[config.mk]
export PLATFORM = sky130hd
export DESIGN_NAME = dispatch_ctrl_flat
export DESIGN_NICKNAME = d
export VERILOG_FILES = /design/src/rtl/dispatch_ctrl_pkg.sv /design/src/rtl/dispatch_ctrl_if.sv /design/src/rtl/dispatch_classify.sv /design/src/rtl/dispatch_ctrl.sv /design/src/flat_wrapper.sv
export SDC_FILE = /design/constraint.sdc
export NUM_CORES = 1
export LEC_CHECK = 0
export CAP_MARGIN = 10
export CORE_ASPECT_RATIO = 0.5
export CORE_UTILIZATION = 51
export DETAILED_ROUTE_END_ITERATION = 7
export HOLD_SLACK_MARGIN = 0.06
export PLACE_DENSITY_LB_ADDON = 0.2
export SYNTH_ARGS = -nofsm -noshare
export SYNTH_HDL_FRONTEND = slang
export SYNTH_HIERARCHICAL = 1
export SYNTH_SLANG_ARGS = --single-unit
[constraint.sdc]
create_clock -name clk -period 5.4 [get_ports clk]
set_input_delay 1.08 -clock clk [delete_from_list [all_inputs] [get_ports clk]]
set_output_delay 1.08 -clock clk [all_outputs]
set_load 0.1 [all_outputs]
[src/rtl/dispatch_ctrl_pkg.sv]
// Purpose: shared opcode constants, tag helpers and enums for the dispatch controller.
// Latency: none (declarations only).
// Backpressure: n/a.
`ifndef ROB_WIDTH
`define ROB_WIDTH 4
`endif

package dispatch_ctrl_pkg;

    // RISC-V major opcodes (inst[6:0])
    localparam logic [6:0] LOAD_OP   = 7'b0000011;
    localparam logic [6:0] STORE_OP  = 7'b0100011;
    localparam logic [6:0] LUI_OP    = 7'b0110111;
    localparam logic [6:0] AUIPC_OP  = 7'b0010111;
    localparam logic [6:0] JAL_OP    = 7'b1101111;
    localparam logic [6:0] JALR_OP   = 7'b1100111;
    localparam logic [6:0] BRANCH_OP = 7'b1100011;
    localparam logic [6:0] OP_OP     = 7'b0110011;
    localparam logic [6:0] OPIMM_OP  = 7'b0010011;

    // Tag 0 means "no tag" and is never handed out
    localparam logic [`ROB_WIDTH-1:0] ZERO_ROB = '0;

    typedef enum logic [1:0] {
        CLS_NONE = 2'd0,
        CLS_RS   = 2'd1,
        CLS_LSQ  = 2'd2
    } inst_class_e;

    typedef enum logic [1:0] {
        ST_EMPTY = 2'd0,
        ST_HOLD  = 2'd1,
        ST_FLUSH = 2'd2
    } state_e;

    function automatic logic [6:0] opcode_of(input logic [31:0] inst);
        return inst[6:0];
    endfunction

endpackage

[src/rtl/dispatch_ctrl_if.sv]
// Purpose: bundle of fetch, resource-status, flush and decode signals around the dispatch controller.
// Latency: none (wiring only).
// Backpressure: out_fetch_ready towards fetch; full flags from ROB/RS/LSQ towards the controller.
interface dispatch_ctrl_if #(
    parameter int ROB_TAG_W = `ROB_WIDTH
);
    logic                 in_fetch_valid;
    logic [31:0]          in_fetch_inst;
    logic [31:0]          in_fetch_pc;
    logic                 out_fetch_ready;
    logic                 in_rob_full;
    logic                 in_rs_full;
    logic                 in_lsq_full;
    logic                 in_flush;
    logic                 out_decode_ena;
    logic [31:0]          out_inst;
    logic [31:0]          out_pc;
    logic [ROB_TAG_W-1:0] out_rob_tag;
    logic                 out_lsq_ena;
    logic                 out_rs_ena;

    // Controller side
    modport master (
        input  in_fetch_valid, in_fetch_inst, in_fetch_pc,
        input  in_rob_full, in_rs_full, in_lsq_full, in_flush,
        output out_fetch_ready, out_decode_ena, out_inst, out_pc,
        output out_rob_tag, out_lsq_ena, out_rs_ena
    );

    // Surrounding pipeline side
    modport slave (
        output in_fetch_valid, in_fetch_inst, in_fetch_pc,
        output in_rob_full, in_rs_full, in_lsq_full, in_flush,
        input  out_fetch_ready, out_decode_ena, out_inst, out_pc,
        input  out_rob_tag, out_lsq_ena, out_rs_ena
    );
endinterface

[src/rtl/dispatch_classify.sv]
// Purpose: map an instruction opcode to its dispatch target class (NONE/RS/LSQ).
// Latency: combinational.
// Backpressure: none.
module dispatch_classify
    import dispatch_ctrl_pkg::*;
(
    input  logic [6:0]  opcode,
    output inst_class_e cls
);

    // Loads/stores go to the LSQ, ALU/branch/jump ops to the RS, anything else is a ROB-only NOP
    always_comb begin
        cls = CLS_NONE;
        case (opcode)
            LOAD_OP, STORE_OP:                       cls = CLS_LSQ;
            LUI_OP, AUIPC_OP, JAL_OP, JALR_OP,
            BRANCH_OP, OP_OP, OPIMM_OP:              cls = CLS_RS;
            default:                                 cls = CLS_NONE;
        endcase
    end

endmodule

[src/rtl/dispatch_ctrl.sv]
// Purpose: one-entry issue sequencer between fetch and decode; allocates ROB tags, squashes on flush.
// Latency: accepted at edge N, decode enable at the earliest in the cycle after edge N; 1 instr/cycle.
// Backpressure: fetch_ready only when empty or the held instruction fires; full flags stall in HOLD.
// Optional: DISPATCH_PERF_EN adds out_stall_cnt (saturating count of resource-stall cycles).
module dispatch_ctrl
    import dispatch_ctrl_pkg::*;
#(
    parameter int ROB_TAG_W = `ROB_WIDTH
) (
    input  logic                 clk,
    input  logic                 rst,
    dispatch_ctrl_if.master      bus
`ifdef DISPATCH_PERF_EN
    ,
    output logic [31:0]          out_stall_cnt
`endif
);

    localparam logic [ROB_TAG_W-1:0] FIRST_TAG = ROB_TAG_W'(1);
    localparam logic [ROB_TAG_W-1:0] LAST_TAG  = {ROB_TAG_W{1'b1}};

    state_e               state;
    logic [31:0]          inst_q;
    logic [31:0]          pc_q;
    logic [ROB_TAG_W-1:0] tag_q;
    logic [ROB_TAG_W-1:0] tag_next;
    inst_class_e          cls;
    logic                 ok;
    logic                 fire;
    logic                 ready;
    logic                 accept;

    dispatch_classify u_classify (
        .opcode (opcode_of(inst_q)),
        .cls    (cls)
    );

    // Resource check for the held instruction; full flags are used in the same cycle
    always_comb begin
        ok = !bus.in_rob_full;
        if (cls == CLS_LSQ)
            ok = ok && !bus.in_lsq_full;
        else if (cls == CLS_RS)
            ok = ok && !bus.in_rs_full;
    end

    assign fire     = (state == ST_HOLD) && ok && !bus.in_flush;
    assign ready    = !bus.in_flush && ((state == ST_EMPTY) || fire);
    assign accept   = bus.in_fetch_valid && ready;
    // Skip tag 0 on wrap so the reserved "no tag" value is never issued
    assign tag_next = (tag_q == LAST_TAG) ? FIRST_TAG : tag_q + FIRST_TAG;

    // Dispatch FSM with hold register and tag counter; flush overrides every state
    always_ff @(posedge clk or posedge rst) begin
        if (rst) begin
            state  <= ST_EMPTY;
            inst_q <= '0;
            pc_q   <= '0;
            tag_q  <= FIRST_TAG;
        end else if (bus.in_flush) begin
            state  <= ST_FLUSH;
            tag_q  <= FIRST_TAG;
        end else begin
            case (state)
                ST_EMPTY: begin
                    if (accept) begin
                        state  <= ST_HOLD;
                        inst_q <= bus.in_fetch_inst;
                        pc_q   <= bus.in_fetch_pc;
                    end
                end
                ST_HOLD: begin
                    if (fire) begin
                        tag_q <= tag_next;
                        if (accept) begin
                            inst_q <= bus.in_fetch_inst;
                            pc_q   <= bus.in_fetch_pc;
                        end else begin
                            state <= ST_EMPTY;
                        end
                    end
                end
                ST_FLUSH: state <= ST_EMPTY;
                default:  state <= ST_EMPTY;
            endcase
        end
    end

    assign bus.out_fetch_ready = ready;
    assign bus.out_decode_ena  = fire;
    assign bus.out_inst        = inst_q;
    assign bus.out_pc          = pc_q;
    assign bus.out_rob_tag     = tag_q;
    assign bus.out_lsq_ena     = fire && (cls == CLS_LSQ);
    assign bus.out_rs_ena      = fire && (cls == CLS_RS);

`ifdef DISPATCH_PERF_EN
    // Count cycles where a held instruction waits on a full resource; saturates at all-ones
    always_ff @(posedge clk or posedge rst) begin
        if (rst)
            out_stall_cnt <= '0;
        else if ((state == ST_HOLD) && !ok && !bus.in_flush && (out_stall_cnt != 32'hFFFF_FFFF))
            out_stall_cnt <= out_stall_cnt + 32'd1;
    end
`endif

endmodule
[src/flat_wrapper.sv]
// flat-port wrapper written by rule: the top's interface ports become plain ports
module dispatch_ctrl_flat import dispatch_ctrl_pkg::*;
#(
    parameter int ROB_TAG_W = `ROB_WIDTH
)
  (clk, rst, bus_in_fetch_valid, bus_in_fetch_inst, bus_in_fetch_pc, bus_in_rob_full, bus_in_rs_full, bus_in_lsq_full, bus_in_flush, bus_out_fetch_ready, bus_out_decode_ena, bus_out_inst, bus_out_pc, bus_out_rob_tag, bus_out_lsq_ena, bus_out_rs_ena);
  dispatch_ctrl_if #(.ROB_TAG_W(ROB_TAG_W)) bus_i ();
  input  logic clk;
  input  logic rst;
  input wire logic [$bits(bus_i.in_fetch_valid)-1:0] bus_in_fetch_valid;
  input wire logic [$bits(bus_i.in_fetch_inst)-1:0] bus_in_fetch_inst;
  input wire logic [$bits(bus_i.in_fetch_pc)-1:0] bus_in_fetch_pc;
  input wire logic [$bits(bus_i.in_rob_full)-1:0] bus_in_rob_full;
  input wire logic [$bits(bus_i.in_rs_full)-1:0] bus_in_rs_full;
  input wire logic [$bits(bus_i.in_lsq_full)-1:0] bus_in_lsq_full;
  input wire logic [$bits(bus_i.in_flush)-1:0] bus_in_flush;
  output wire logic [$bits(bus_i.out_fetch_ready)-1:0] bus_out_fetch_ready;
  output wire logic [$bits(bus_i.out_decode_ena)-1:0] bus_out_decode_ena;
  output wire logic [$bits(bus_i.out_inst)-1:0] bus_out_inst;
  output wire logic [$bits(bus_i.out_pc)-1:0] bus_out_pc;
  output wire logic [$bits(bus_i.out_rob_tag)-1:0] bus_out_rob_tag;
  output wire logic [$bits(bus_i.out_lsq_ena)-1:0] bus_out_lsq_ena;
  output wire logic [$bits(bus_i.out_rs_ena)-1:0] bus_out_rs_ena;
  assign bus_i.in_fetch_valid = bus_in_fetch_valid;
  assign bus_i.in_fetch_inst = bus_in_fetch_inst;
  assign bus_i.in_fetch_pc = bus_in_fetch_pc;
  assign bus_i.in_rob_full = bus_in_rob_full;
  assign bus_i.in_rs_full = bus_in_rs_full;
  assign bus_i.in_lsq_full = bus_in_lsq_full;
  assign bus_i.in_flush = bus_in_flush;
  assign bus_out_fetch_ready = bus_i.out_fetch_ready;
  assign bus_out_decode_ena = bus_i.out_decode_ena;
  assign bus_out_inst = bus_i.out_inst;
  assign bus_out_pc = bus_i.out_pc;
  assign bus_out_rob_tag = bus_i.out_rob_tag;
  assign bus_out_lsq_ena = bus_i.out_lsq_ena;
  assign bus_out_rs_ena = bus_i.out_rs_ena;
  dispatch_ctrl #(.ROB_TAG_W(ROB_TAG_W)) u_core (.clk(clk), .rst(rst), .bus(bus_i));
endmodule
After elaboration in Yosys (flattened, before gate mapping)

Cells that the tools add are included.
W data, S select, Z words.

Output and inout port bits: 72
Register bits after elaboration: 70
Input port bits: 71

Bitwise operators: 1
Muxes and demuxes: 18
Equality and inequality tests: 17
Add/subtract/negate cells: 1
Reduce and logical (&&, ||, !) cells: 22

Operator list:

| operator              | number |
|---|---|
| $mux W32              | 4 |
| $pmux W32 S2          | 2 |
| $eq A7 B6 Y1 const B  | 3 |
| $eq A7 B7 Y1 const B  | 3 |
| $mux W4               | 4 |
| $eq A7 B5 Y1 const B  | 2 |
| $logic_and A1 B1 Y1   | 8 |
| $mux W2               | 4 |
| $pmux W2 S2           | 2 |
| $eq A7 B2 Y1 const B  | 1 |
| $reduce_or A7 Y1      | 1 |
| $ne A3 B2 Y1 const B  | 2 |
| $reduce_and A3 Y1     | 2 |
| $reduce_bool A2 Y1    | 3 |
| $add A4 B1 Y4 const B | 1 |
| $eq A2 B1 Y1 const B  | 2 |
| $eq A4 B4 Y1 const B  | 1 |
| $logic_not A1 Y1      | 4 |
| $ne A3 B3 Y1 const B  | 1 |
| $eq A2 B2 Y1 const B  | 1 |
| $logic_not A2 Y1      | 1 |
| $mux W1               | 2 |
| $ne A2 B1 Y1 const B  | 1 |
| $reduce_and A2 Y1     | 1 |
| other kinds (3)       | 3 |

Logic depth before layout (Yosys ltp)

Gate-level depths: netlist of the first run.

Depth in word-level cells: 15
Depth in mapped cells: 7
Depth with buffers taken out: 5

By module

Netlist of the first run, hierarchy kept.

By module, submodules not included:

| module            | times used | cells an instance | seq. area each (um^2) | area each (um^2) |
|---|---|---|---|---|
| dispatch_ctrl     | 1          | 502               | 1,752.9               | 4,609.4 |
| dispatch_classify | 1          | 6                 | 0.0                   | 52.6 |

Worst setup path before layout of the first run

No wires, ideal clock.

Kind: reg2out
Start point: register u_core.inst_q[4], in the netlist u_core/bus.out_inst[4]
End point: output bus_out_rs_ena
Arrival time: 5,272 ps
Stages on the path, launching flop included: 7
Buffers on the path: 1
Slack: -952 ps
Cells stage by stage: dfrtp_1 and4b_1 o311a_1 nand3b_1 clkbuf_1 nand2_1 nor4b_1

Longest elaborated chain between the ends: 9

Ends and longest elaborated chain:

| item                                                        | RTL line                                 | source |
|---|---|---|
| from (decl)                                                 | dispatch_ctrl.sv:23                      | `logic [31:0] inst_q;` |
| from (signal assigned)                                      | dispatch_ctrl.sv:68                      | `inst_q <= bus.in_fetch_inst;` |
| from (signal assigned)                                      | dispatch_ctrl.sv:76                      | `inst_q <= bus.in_fetch_inst;` |
| $eq A7 B6 Y1, or another cell as far along                  | dispatch_classify.sv:14                  | `case (opcode)` |
| $reduce_or A7 Y1 / $reduce_or A2 Y1 (equally long branches) | dispatch_classify.sv:14                  |  |
| $pmux W2 S2 (*)                                             | dispatch_classify.sv:14                  |  |
| net u_core.cls[0]                                           | dispatch_ctrl.sv:27                      | `inst_class_e cls;` |
| $eq A2 B1 Y1                                                | dispatch_ctrl.sv:43, dispatch_ctrl.sv:95 |  |
| $mux W1                                                     | dispatch_ctrl.sv:43                      | `else if (cls == CLS_RS)` |
| $mux W1                                                     | dispatch_ctrl.sv:41                      | `if (cls == CLS_LSQ)` |
| $logic_and A1 B1 Y1 (2 in series)                           | dispatch_ctrl.sv:47                      | `assign fire = (state == ST_HOLD) && ok && !bus.in_flush;` |
| $logic_and A1 B1 Y1 (*)                                     | dispatch_ctrl.sv:95                      | `assign bus.out_rs_ena = fire && (cls == CLS_RS);` |
| to (decl)                                                   | flat_wrapper.sv:23                       | `output wire logic [$bits(bus_i.out_rs_ena)-1:0] bus_out_rs_ena;` |

Mark *: on every way through the listed nets, which the timed path passes. The rest lies on a longest branch.

Worst setup path in the final report of the first run

Start point: input bus_in_rs_full
End point: output bus_out_lsq_ena

Longest elaborated chain between the ends: 7

Ends and longest elaborated chain:

| item                              | RTL line            | source |
|---|---|---|
| from (decl)                       | flat_wrapper.sv:14  | `input wire logic [$bits(bus_i.in_rs_full)-1:0] bus_in_rs_full;` |
| $logic_not A1 Y1                  | dispatch_ctrl.sv:44 | `ok = ok && !bus.in_rs_full;` |
| $logic_and A1 B1 Y1               | dispatch_ctrl.sv:44 |  |
| $mux W1                           | dispatch_ctrl.sv:43 |  |
| $mux W1                           | dispatch_ctrl.sv:41 |  |
| $logic_and A1 B1 Y1 (2 in series) | dispatch_ctrl.sv:47 |  |
| $logic_and A1 B1 Y1               | dispatch_ctrl.sv:94 | `assign bus.out_lsq_ena = fire && (cls == CLS_LSQ);` |
| to (decl)                         | flat_wrapper.sv:22  | `output wire logic [$bits(bus_i.out_lsq_ena)-1:0] bus_out_lsq_ena;` |

Every way passes these cells.

==> run metrics, run 1 <==
Top FF cell, synth dfrtp_1; mux share of post-synthesis cell area 0.00456; Setup WS pre-CTS 1.36 ns; hold slack 0.544 ns; Core Area roughly 8800 µm²; initial antenna violation count 0; Area Overhead vs Synth 35.2%; total negative slack 0 ns; Post-synth EDFFs 0; CTS tree yes; largest net degree at the start of global routing 72; CTS Buf Count 9; PwrDens 381 nW/µm²; die height just under 70 µm; max cap viols 0; crit start category input port; Worst setup EP type output port; complex-gate fraction of the synthesized area 0.131; synth warn 6; Max Slew Vio Count 0; Synth Area in Adders 0.00268; relative slew slack 0.284; Port-buffer cells about 140; diode count 0; Fillers 681; DR pass1 iterations 5; Worst EP arrival 2.97 ns; outcome finished, final reports clean; Clock Power Share 0.246; root buffer cell clkbuf_16; post-synthesis cell count 508; Setup Fix Bufs, Post-CTS 0; Via-to-Cell Ratio ~6.5; Combinational Power Share 0.473; drt drc 0; post-synthesis simple-gate area fraction 0.414; H-tree Lvls 3; Tmin final ~4.1 ns; Crit Path Class in2out; FF-to-FF End u_core/bus.out_inst[31]; setup ws final 1.35 ns; register area around 1800 µm²; worst hold path class reg2reg; Routability Congestion 0.789; worst-skew pair later-pin latency 0.33 ns; clk_skew between 0.007 and 0.008 ns; row count 24; Finish-stage setup viols 0; Initial Util 0.530; RSZ-0062 raised after global routing no; Mapped Avg Cell Area 9.18 µm²; Util after Layout 0.716; post-synth top area cell dfrtp_1; Synth area leaders dfrtp_1 (37%), nor4bb_1 (14%), nand4_1 (8.9%); drt total wl ~14 mm; R2R Path Start u_core/state[0]; Worst Hold Depth 2; Bufs on Longest Clock Path 2; register area share after synthesis 0.376; Resized cells post-CTS 0; first-pass GRT wire length 23.0 mm; Hold Fails Final Rpt 0; fraction of synthesized cell area in xor and xnor cells 0; worst ir drop on vdd 0.000247 V; gr usage total 0.301; distinct cell type count after synthesis 40; CP max FO 45; period utilization 0.751; final net count ~680; largest family of logic cells by synthesized area simple AND/OR/NAND/NOR gates; Hold Path End u_core/bus.out_inst[20]; Clock Sinks 70; vias in the first global route 4517; Int Power 1.26 mW; asr flop ratio synth 1.00; sw frac 0.474; area of the multi-input gates around 2600 µm²; vias post-DR 4701; synthesized area about 4700 µm²; Critical Path RT about 4.3 ns; Synth top area share 0.370; Post-synth top cells nand2_1 (97), dfrtp_1 (69), nand4_1 (66); Psw around 1.1 mW; sequential power share 0.281; # IOs 143; Yosys reg bits 70; Die W 137 µm; layout cell share with drive strength beyond 1 0.102; cell with the most instances after synthesis nand2_1; Final ANT Viol Nets 0; Least-Margin Pin Slew 1.07 ns; Iter 0 DRT Violations 519; Worst R2R Setup Slack 2.73 ns; Total Die Area 9550 µm²; Synthesized Nets 580; hpwl dp just over 8 mm; routed length per instance between 15 and 20 µm; GR Overflow Total 0; Leak Pwr 2.38 nW; hold_sp u_core/bus.out_inst[20]; Reg clk slew, reported paths 0.06 ns; Reg2Reg Depth 4; Max Freq 247 MHz; Hold-fix buffers, CTS 0
critical path: stages:
cell and delay, ns:
clkdlybuf4s50_1 0.41, nand3b_1 0.10, buf_4 0.43, nand3_1 0.33, nor4b_2 0.28, buf_4 0.33
sequential cells by signal, summed over array words and instances, names as in the netlist:
| signal | flops |
|---|---|
| u_core/bus.out_pc | 32 |
| u_core/state | 2 |
| u_core/bus.out_rob_tag | 4 |
| u_core/bus.out_inst | 32 |
worst max path at each step:
| stage | start | endpoint | slack, ns | cells after the start |
|---|---|---|---|---|
| after global routing | u_core/bus.out_inst[3] | bus_out_lsq_ena | 1.18 | 7 |
| final | bus_in_rs_full | bus_out_lsq_ena | 1.35 | 6 |
| after detailed placement | bus_in_rs_full | bus_out_lsq_ena | 1.36 | 6 |
| after CTS | bus_in_rs_full | bus_out_lsq_ena | 1.35 | 6 |
| after global placement | bus_in_rs_full | bus_out_lsq_ena | 1.38 | 6 |
| after floorplan | u_core/bus.out_inst[4] | bus_out_rs_ena | 0.41 | 6 |
cell families (layout without fill, tap and decap cells):
logic type / count (synthesis) / after routing
AOI/OAI and AO/OA: 73 / 73
buffers and inverters: 73 / 172
and+or+nand+nor: 289 / 289
adders and majority gates: 1 / 1
DFF: 70 / 70
muxes: 2 / 2
stage by stage:
stage | instance area [µm²] | power, mW | cells
final | 6300 | 2.40 | 724
after global routing | 6300 | 2.48 | 724
after CTS | 6300 | 2.41 | 724
after detailed placement | 6010 | 1.82 | 709
after global placement | 6010 | 1.81 | 709
after floorplan | 4670 | 1.52 | 508
cells in the final DEF (no fill, tap or decap), drive strengths merged, types with 2 or more instances in the layout:
master,netlist,layout
buf,16,20
o211ai,64,64
clkbuf,56,10
nor4,3,3
nand2,97,97
a21oi,3,3
nor2,5,5
nor4bb,64,64
clkdlybuf4s50,0,136
nor3b,2,2
nand3b,3,3
nor4b,3,3
nand2b,2,2
and3b,2,2
a31oi,2,2
or3b,2,2
dfrtp,69,69
nand4,66,66
clkinv,0,4
nand4b,32,32
power by group through the flow:
stage | clock network [mW] | registers, mW | logic (mW)
after floorplan | 0 | 1.33 | 0.191
after detailed placement | 0 | 0.683 | 1.14
after global routing | 0.617 | 0.689 | 1.17
after global placement | 0 | 0.681 | 1.13
after CTS | 0.596 | 0.676 | 1.14
final | 0.591 | 0.675 | 1.14
metal layers:
layer | GRT usage | up-vias | wire [µm] | share of wire
li1 | - | 2164 | - | -
met1 | 0.429 | 2274 | 6230 | 0.45
met2 | 0.452 | 240 | 6490 | 0.46
met3 | 0.0673 | 23 | 1070 | 0.076
met4 | 0.0977 | 0 | 201 | 0.014
met5 | 0 | - | 0 | 0
area by class of cell:
class	count	share of cell area
Clock inverter	5	0.00794
Timing Repair Buffer	156	0.239
Sequential cell	70	0.278
Inverter	1	0.000596
Clock buffer	10	0.0379
Tap cell	117	0.0232
Multi-Input combinational cell	365	0.413
Power figures use the tool's default switching activity.
==> run 2: changes to the inputs <==
Settings changed: CORE_UTILIZATION 51 to 43.
Clock period 5.4 ns to 3.5 ns, I/O delays scaled along.
==> run metrics, run 2 (synthesized netlist as in run 1, its figures left out) <==
Iter 0 DRT Violations 411 (was 519); die height 75.6 µm (was 69.6 µm); commonest non-fill, non-tap cell in the layout clkdlybuf4s50_1 (unchanged); Port-buffer cells 142 (unchanged); crit path from u_core/bus.out_inst[3] (was bus_in_rs_full); Resized cells post-CTS 0 (unchanged); clk_skew 0.00625 ns (was 0.00743 ns); Util after Layout 0.626 (was 0.716); hold_sp u_core/bus.out_pc[12] (was u_core/bus.out_inst[20]); root buffer cell clkbuf_16 (unchanged); Critical Path RT 2.80 ns (was 4.32 ns); CTS Buf Count 9 (unchanged); worst hold path class reg2reg (unchanged); H-tree Lvls 3 (unchanged); diode count 0 (unchanged); routed length per instance 19.3 µm (about the same); layout cell share with drive strength beyond 1 0.134 (was 0.102); Total Die Area 11300 µm² (was 9550 µm²); Leak Pwr 2.41 nW (was 2.38 nW); outcome finished, final reports clean (unchanged); Inst Count DP 737 (was 709); Hold-fix buffers, CTS 0 (unchanged); Max Slew Vio Count 0 (unchanged); Crit Path Class reg2out (was in2out); CP max FO 6 (was 45); Setup Fix Bufs, Post-CTS 0 (unchanged); Area Overhead vs Synth 39.3% (was 35.2%); worst ir drop on vdd 0.000278 V (was 0.000247 V); period utilization 0.886; Worst R2R Setup Slack 0.98 ns (was 2.73 ns); Clock Sinks 70 (unchanged); first-pass GRT wire length 22.9 mm (was 23.0 mm); design area 6490 µm² (was 6300 µm²); Via-to-Cell Ratio 6.35 (was 6.49); hpwl dp 8.69 mm (was 8.10 mm); Worst EP arrival 2.40 ns (was 2.97 ns); max cap viols 0 (unchanged); Tmin final 3.10 ns; final net count 680 (was 675); GR Overflow Total 0 (unchanged); Hold Fails Final Rpt 0 (unchanged); Core Area 10400 µm² (was 8800 µm²); CTS tree yes (unchanged); total negative slack 0 ns (unchanged); # IOs 143 (unchanged); Routability Congestion 0.782 (was 0.789); initial antenna violation count 0 (unchanged); Final ANT Viol Nets 0 (unchanged); hold slack 0.541 ns (was 0.544 ns); Fillers 902 (was 681); Max Freq 322 MHz; relative slew slack 0.319 (was 0.284); Post-Layout Cell Count 753 (was 724); crit start category flip-flop (was input port); Die W 149 µm (was 137 µm); vias post-DR 4782 (was 4701); Least-Margin Pin Slew 1.02 ns (was 1.07 ns); PwrDens 579 nW/µm² (was 381 nW/µm²); row count 26 (was 24); most frequent cells in the layout clkdlybuf4s50_1 (133), nand2_1 (97), nand4_1 (66) (was clkdlybuf4s50_1 (136), nand2_1 (97), dfrtp_1 (68)); drt drc 0 (unchanged); RSZ-0062 raised after global routing no (unchanged); Bufs on Longest Clock Path 2 (unchanged); R2R Path Start u_core/bus.out_inst[3] (was u_core/state[0]); largest net degree at the start of global routing 68 (was 72); DR pass1 iterations 5 (unchanged); cell area after placement 6180 µm² (was 6010 µm²); drt total wl 14.5 mm (was 14.0 mm); Reg clk slew, reported paths 0.06 ns (about the same); vias in the first global route 4515 (was 4517); gr usage total 0.259 (was 0.301); Finish-stage setup viols 0 (unchanged); Initial Util 0.449 (was 0.530); worst-skew pair later-pin latency 0.33 ns (about the same); Worst setup EP type output port (unchanged)
run 2: changes by cell type in the layout (fill, tap and decap cells not counted), moves of 3 or more:
| cell | previous run | this run |
|---|---|---|
| buf_12 | 0 | 5 |
| buf_4 | 18 | 21 |
| clkdlybuf4s50_1 | 136 | 133 |
| clkinvlp_4 | 0 | 3 |
| dfrtp_1 | 68 | 61 |
| dfrtp_2 | 1 | 8 |
run 2: area by class of cell:
cell class	count	area, µm²	share of cell area
clock buffers	11	253	0.0389
clock inverters	5	57.6	0.00886
inverters	1	5.00	0.000771
multi-input cells	365	2640	0.407
flip-flops and latches	70	1760	0.271
well taps	140	175	0.0270
repair buffers	161	1600	0.246
run 2: where the power goes:
part / switching [mW] / internal [mW] / leakage (nW)
combinational: 1.32 / 0.446 / 1.40
clock: 0.355 / 0.589 / 0.144
sequential: 0.0996 / 0.952 / 0.867
total: 1.77 / 1.99 / 2.41
run 2: path summary, 6_finish.rpt:
path | cells after the start | end
max | 6 | bus_out_lsq_ena
min | 2 | u_core/bus.out_pc[12]
max reg2reg | 6 | u_core/bus.out_pc[6]
min reg2reg | 2 | u_core/bus.out_pc[12]
max in group asynchronous | 3 | u_core/bus.out_pc[2]
min in group asynchronous | 2 | u_core/bus.out_pc[29]
run 2: routing by layer:
metal / wire length, µm / part of all wire / global-route usage
met1: 6550 / 0.45 / 0.353
met2: 6750 / 0.46 / 0.420
met4: 210 / 0.014 / 0.0828
met5: 0 / 0 / 0
met3: 1040 / 0.071 / 0.0539
run 2: through the flow:
| stage | setup WS [ns] | power [mW] |
|---|---|---|
| final | 0.399 | 3.76 |
| after global routing | 0.293 | 3.89 |
| after global placement | 0.608 | 2.82 |
| after detailed placement | 0.548 | 2.83 |
| after CTS | 0.416 | 3.79 |
| after floorplan | -0.0566 | 2.36 |
run 2: critical path, stage by stage (launching register included):
cell	delay, ns
dfrtp_2	0.43
nor4_1	0.29
and3_1	0.34
nand3b_1	0.23
nand3_2	0.20
nor4b_4	0.35
buf_12	0.21
